==> src/rtl/key_sw_capture_if.sv <==
// Board-side switch/button bundle for key_sw_capture: raw inputs in, conditioned levels,
// pulses and the capture register out.
interface key_sw_capture_if;
  logic [17:0] SW;
  logic [3:0]  KEY;
  logic [17:0] sw_stable;
  logic [3:0]  key_down;
  logic [3:0]  key_press;
  logic [3:0]  key_release;
  logic [15:0] capture_val;
  logic        capture_valid;
  logic [7:0]  press_count;

  modport master (
    output SW, KEY,
    input  sw_stable, key_down, key_press, key_release,
    input  capture_val, capture_valid, press_count
  );

  modport slave (
    input  SW, KEY,
    output sw_stable, key_down, key_press, key_release,
    output capture_val, capture_valid, press_count
  );
endinterface

==> src/rtl/key_sw_capture.sv <==
// DE2-115 input front end: 2-flop sync + per-channel debounce of SW[17:0]/KEY[3:0],
// registered press/release pulses and a KEY[0]-triggered capture of SW[15:0].
module key_sw_capture #(
    parameter int DEBOUNCE_CYCLES = 500000,
    parameter int CNT_W           = 20
) (
    input logic            CLOCK_50,
    input logic            RESET_N,
    key_sw_capture_if.slave bus
);

    localparam int unsigned     NCH  = 22;
    // Channel order is {KEY[3:0], SW[17:0]}; idle is switches down, buttons released.
    localparam logic [NCH-1:0]  IDLE = {4'hF, 18'h0};
    localparam logic [CNT_W-1:0] LAST = CNT_W'(DEBOUNCE_CYCLES - 1);

    logic [NCH-1:0]   sync1, sync2, q;
    logic [CNT_W-1:0] cnt [NCH];

    logic [17:0] sw_stable_r;
    logic [3:0]  key_down_r, key_press_r, key_release_r;
    logic [15:0] capture_val_r;
    logic        capture_valid_r;
    logic [7:0]  press_count_r;

    logic [3:0]  down_next, press_next, release_next;

    always_ff @(posedge CLOCK_50) begin
        if (!RESET_N) begin
            sync1 <= IDLE;
            sync2 <= IDLE;
        end else begin
            sync1 <= {bus.KEY, bus.SW};
            sync2 <= sync1;
        end
    end

    always_ff @(posedge CLOCK_50) begin
        if (!RESET_N) begin
            q <= IDLE;
            for (int unsigned i = 0; i < NCH; i++) cnt[i] <= '0;
        end else begin
            for (int unsigned i = 0; i < NCH; i++) begin
                if (sync2[i] == q[i]) begin
                    cnt[i] <= '0;
                end else if (cnt[i] == LAST) begin
                    q[i]   <= sync2[i];
                    cnt[i] <= '0;
                end else begin
                    cnt[i] <= cnt[i] + 1'b1;
                end
            end
        end
    end

    // Edges are detected against the registered level so pulse and level change together.
    always_comb begin
        down_next    = ~q[21:18];
        press_next   = down_next & ~key_down_r;
        release_next = ~down_next & key_down_r;
    end

    always_ff @(posedge CLOCK_50) begin
        if (!RESET_N) begin
            sw_stable_r     <= '0;
            key_down_r      <= '0;
            key_press_r     <= '0;
            key_release_r   <= '0;
            capture_val_r   <= '0;
            capture_valid_r <= 1'b0;
            press_count_r   <= '0;
        end else begin
            sw_stable_r     <= q[17:0];
            key_down_r      <= down_next;
            key_press_r     <= press_next;
            key_release_r   <= release_next;
            capture_valid_r <= press_next[0] & ~press_next[1];
            // Clear on KEY[1] overrides a same-cycle capture; the count still advances.
            if (press_next[1])
                capture_val_r <= '0;
            else if (press_next[0])
                capture_val_r <= sw_stable_r[15:0];
            if (press_next[0])
                press_count_r <= press_count_r + 8'd1;
        end
    end

    assign bus.sw_stable     = sw_stable_r;
    assign bus.key_down      = key_down_r;
    assign bus.key_press     = key_press_r;
    assign bus.key_release   = key_release_r;
    assign bus.capture_val   = capture_val_r;
    assign bus.capture_valid = capture_valid_r;
    assign bus.press_count   = press_count_r;

endmodule
==> src/flat_wrapper.sv <==
// flat-port wrapper written by rule: the top's interface ports become plain ports
module key_sw_capture_flat 
#(
    parameter int DEBOUNCE_CYCLES = 500000,
    parameter int CNT_W           = 20
)
  (CLOCK_50, RESET_N, bus_SW, bus_KEY, bus_sw_stable, bus_key_down, bus_key_press, bus_key_release, bus_capture_val, bus_capture_valid, bus_press_count);
  key_sw_capture_if bus_i ();
  input logic CLOCK_50;
  input logic RESET_N;
  input wire logic [$bits(bus_i.SW)-1:0] bus_SW;
  input wire logic [$bits(bus_i.KEY)-1:0] bus_KEY;
  output wire logic [$bits(bus_i.sw_stable)-1:0] bus_sw_stable;
  output wire logic [$bits(bus_i.key_down)-1:0] bus_key_down;
  output wire logic [$bits(bus_i.key_press)-1:0] bus_key_press;
  output wire logic [$bits(bus_i.key_release)-1:0] bus_key_release;
  output wire logic [$bits(bus_i.capture_val)-1:0] bus_capture_val;
  output wire logic [$bits(bus_i.capture_valid)-1:0] bus_capture_valid;
  output wire logic [$bits(bus_i.press_count)-1:0] bus_press_count;
  assign bus_i.SW = bus_SW;
  assign bus_i.KEY = bus_KEY;
  assign bus_sw_stable = bus_i.sw_stable;
  assign bus_key_down = bus_i.key_down;
  assign bus_key_press = bus_i.key_press;
  assign bus_key_release = bus_i.key_release;
  assign bus_capture_val = bus_i.capture_val;
  assign bus_capture_valid = bus_i.capture_valid;
  assign bus_press_count = bus_i.press_count;
  key_sw_capture #(.DEBOUNCE_CYCLES(DEBOUNCE_CYCLES), .CNT_W(CNT_W)) u_core (.CLOCK_50(CLOCK_50), .RESET_N(RESET_N), .bus(bus_i));
endmodule
==> config.mk <==
export PLATFORM = sky130hd
export DESIGN_NAME = key_sw_capture_flat
export DESIGN_NICKNAME = d
export VERILOG_FILES = /design/src/rtl/key_sw_capture_if.sv /design/src/rtl/key_sw_capture.sv /design/src/flat_wrapper.sv
export SDC_FILE = /design/constraint.sdc
export NUM_CORES = 1
export LEC_CHECK = 0
export ABC_AREA = 1
export ABC_CLOCK_PERIOD_IN_PS = 1900
export BUFFER_PORTS_ARGS = -buffer_cell sky130_fd_sc_hd__buf_2
export CAP_MARGIN = 20
export CORE_ASPECT_RATIO = 1.1
export CORE_UTILIZATION = 36
export CTS_CLUSTER_SIZE = 10
export DETAILED_ROUTE_END_ITERATION = 6
export HOLD_SLACK_MARGIN = 0.1
export PLACE_DENSITY_LB_ADDON = 0.1
export SYNTH_ARGS = -nofsm -noshare
export SYNTH_HDL_FRONTEND = slang
export SYNTH_SLANG_ARGS = --single-unit
==> constraint.sdc <==
create_clock -name CLOCK_50 -period 1.9 [get_ports CLOCK_50]
set_clock_uncertainty 0.2 [all_clocks]
set_input_delay 0.38 -clock CLOCK_50 [delete_from_list [all_inputs] [get_ports CLOCK_50]]
set_output_delay 0.38 -clock CLOCK_50 [all_outputs]
set_load 0.005 [all_outputs]
==> results_dict.tcl <==
set metrics [dict create \
    drt_iter0_markers 1189 \
    setup_tns_ps 0 \
    synth_cells 3961 \
    cts_tree "done" \
    portBuffers 78 \
    powerDensity_nw_per_um2 732 \
    synth.largest_area_cell "edfxtp_1" \
    place.gp.congestion 0.846 \
    peakVddDrop_mv 0.600 \
    max-cap-violations 0 \
    max_freq_ghz 0.551 \
    synth_cell_type_count 40 \
    wire_per_inst_um 11.5 \
    yosys.area.top_type_share 0.426 \
    grt_pass1_vias 24700 \
    worstReg2RegEnd "u_core.cnt[0][52]$_SDFFCE_PN0P_" \
    row_count 112 \
    max_stage_delay_ps 380 \
    min-delay-start "u_core.sync1[0]$_SDFF_PN0_" \
    hold_ws_ps 202 \
    drive_gt1_frac 0.123 \
    dpl.hpwl_um 51400 \
    die_w_um 282 \
    worstRegToRegCells 9 \
    ys_seq_area_frac 0.504 \
    clockBufferDepth 3 \
    grt_usage 0.160 \
    synthesis.area_um2 31000 \
    final_cell_mix "nand2_1 (1,050), nor2_1 (905), edfxtp_1 (440), conb_1 (440), inv_1 (404)" \
    report.final.slew_viol_count 0 \
    required_ps 2060 \
    core_um2 85100 \
    initial_utilization 0.364 \
    final_cell_area_um2 39300 \
    leakage_nw 15.9 \
    routed_wl_um 68600 \
    io_pins 79 \
    antenna_found_initial 0 \
    dr.pass1.iters 5 \
    worst_slack_ps 84.8 \
    hold_viol 0 \
    cts_buffers 71 \
    insertedDiodeCount 0 \
    synth-seq-cells 561 \
    syn2layout_area_growth_pct 26.7 \
    cp_top_family "simple AND/OR/NAND/NOR gates" \
    cts.sinks 561 \
    final_nets 4829 \
    cp_cell_sequence "ha_2 > nand2_1 > inv_2 > nand2_1 > nor2_1 > nand3_2 > nand2_4 > buf_4 > nor2_1" \
    clk_pin_slew_ps 60 \
    grt_overflow 0 \
    yosysWarnings 0 \
    clock_latency_ps 610 \
    route.detailed.drc 0 \
    grt_pass1_wl_um 116000 \
    setup_viol 0 \
    cp_slowest_cell "edfxtp_1" \
    ff2ff_setup_slack_ps 80 \
    grt_max_degree 23 \
    post_dp_cell_area_um2 36100 \
    dp_slack_ps -58.1 \
    worst_setup_path_end_kind "register" \
    die_h_um 310 \
    holdCritPathClass "reg -> reg" \
    r2r_start "u_core.cnt[0][41]$_SDFFCE_PN0P_" \
    outcome "finished clean" \
    syn_area_per_cell_um2 7.83 \
    layout_commonest_cell "nand2_1" \
    min_period_over_period 0.955 \
    via_per_inst 4.32 \
    synth.top_cells.by_area "edfxtp_1 (43%), nand2_1 (13%), nor2_1 (11%)" \
    fin_crit_ps 1820 \
    clockRootBuffer "clkbuf_16" \
    startpoint_type "register" \
    num_vias 25800 \
    cp_max_fo 5 \
    h-tree-depth 3 \
    crit_buf_inv 2 \
    ant_nets 0 \
    die_area_um2 87300 \
    hold_depth 2 \
    crit_type "reg -> reg" \
    min_delay_worst_endpoint "u_core.sync2[0]$_SDFF_PN0_" \
    arrival_ps 1980 \
]
[how the worst max path moves through the flow]
| stage | endpoint | from | cells past startpoint | slack, ps |
|---|---|---|---|---|
| finish | u_core.cnt[0][52]$_SDFFCE_PN0P_ | u_core.cnt[0][41]$_SDFFCE_PN0P_ | 9 | 80 |
| global placement | u_core.bus.capture_val[4]$_SDFFE_PP0P_ | RESET_N | 7 | -70 |
| floorplan | u_core.cnt[2][57]$_SDFFCE_PN0P_ | u_core.cnt[2][40]$_SDFFCE_PN0P_ | 7 | 60 |
| CTS | u_core.cnt[0][12]$_SDFFCE_PN0P_ | u_core.cnt[0][0]$_SDFFCE_PN0P_ | 7 | 20 |
| global route | u_core.cnt[0][55]$_SDFFCE_PN0P_ | u_core.cnt[0][41]$_SDFFCE_PN0P_ | 9 | -30 |
| detailed placement | u_core.bus.capture_val[1]$_SDFFE_PP0P_ | RESET_N | 7 | -60 |
[metrics by stage]
step                      total power [mW]  utilization  instances
after global routing                  30.0        0.462       5980
after detailed placement              15.8        0.425       5800
after CTS                             29.2        0.455       5960
final                                 28.7        0.462       5980
after global placement                15.8        0.425       5800
after floorplan                       15.2            -       4400
[cell type report]
cell class / count / area [µm²]
multi-input cells: 3375 / 15400
repair buffers: 360 / 2940
flip-flops and latches: 561 / 15600
well taps: 1140 / 1430
clock inverters: 11 / 90.1
inverters: 413 / 1550
clock buffers: 120 / 2180
fillers: 8727 / 45800
[cell usage after synthesis]
cell and n:
nor2_2 25, conb_1 1, nand2_4 1, o21ai_4 1, o21ai_0 56, nor2_4 3, nor3_1 23, or2_0 12
o21ai_1 2, o21bai_4 1, nand4_1 65, buf_1 1, a21oi_1 190, buf_6 7, o22ai_1 1, a31oi_1 1
o21a_1 1, o21bai_1 11, nand2_1 1060, buf_4 12, nand2_2 9, xnor2_1 77, buf_2 27, nand3_1 246
nand3_2 8, edfxtp_1 440, nor2b_1 1, xor2_1 121, nor2_1 938, buf_12 1, inv_2 5, a21oi_2 3
inv_1 408, or2_2 37, nor3_2 1, dfxtp_1 121, nand3b_1 14, and2_1 4, ha_1 23, clkbuf_1 3
[routing by layer]
layer,global-route usage,part of all wire,vias up
met2,0.267,0.46,287
met1,0.213,0.49,11500
li1,-,-,13900
met4,0.0456,0.018,0
met3,0.0249,0.034,80
met5,0,0,-
[power breakdown]
group	switching (mW)	internal, mW	leakage (nW)	total (mW)
registers	0.408	13.7	5.52	14.1
clock network	5.15	7.91	1.10	13.1
logic	0.918	0.656	9.28	1.57
total	6.47	22.3	15.9	28.7
[kinds of logic (layout without fill, tap and decap cells)]
family	after synthesis	in the layout	synth area share
flip-flops	561	561	0.504
AO/OA/AOI/OAI	267	267	0.0453
AND/OR/NAND/NOR	2447	2447	0.324
XOR/XNOR	198	198	0.0559
buffers and inverters	464	904	0.0609
adder cells (fa/ha/maj)	23	23	0.00928
other	1	440	0.000121
[worst register-to-register path, delay by kind of cell, from the launching register on]
family | cells | cell delay (ps)
adders and majority gates | 1 | 190
DFF | 1 | 380
and+or+nand+nor | 6 | 580
buffers and inverters | 2 | 220
[repair_timing]
action | CTS | global route
hold buffers | 29 | 0
pin swaps | 0 | 18
resized for setup | 1 | 104
buffers inserted | 0 | 15
endpoints found under the setup margin | 1 | 328
gates cloned | 0 | 5
hold endpoints to repair | 37 | 0
[state kept, by name, indices dropped and copies added (netlist names)]
signal,flops
u_core.bus.capture_val,16
u_core.bus.press_count,8
u_core.bus.key_release,4
u_core.cnt,440
u_core.sync1,22
u_core.bus.sw_stable,18
u_core.bus.key_press,4
u_core.sync2,22
u_core.bus.capture_valid,1
u_core.bus.key_down,4
u_core.q,22
Note: power is estimated with default switching activity, not from simulation.
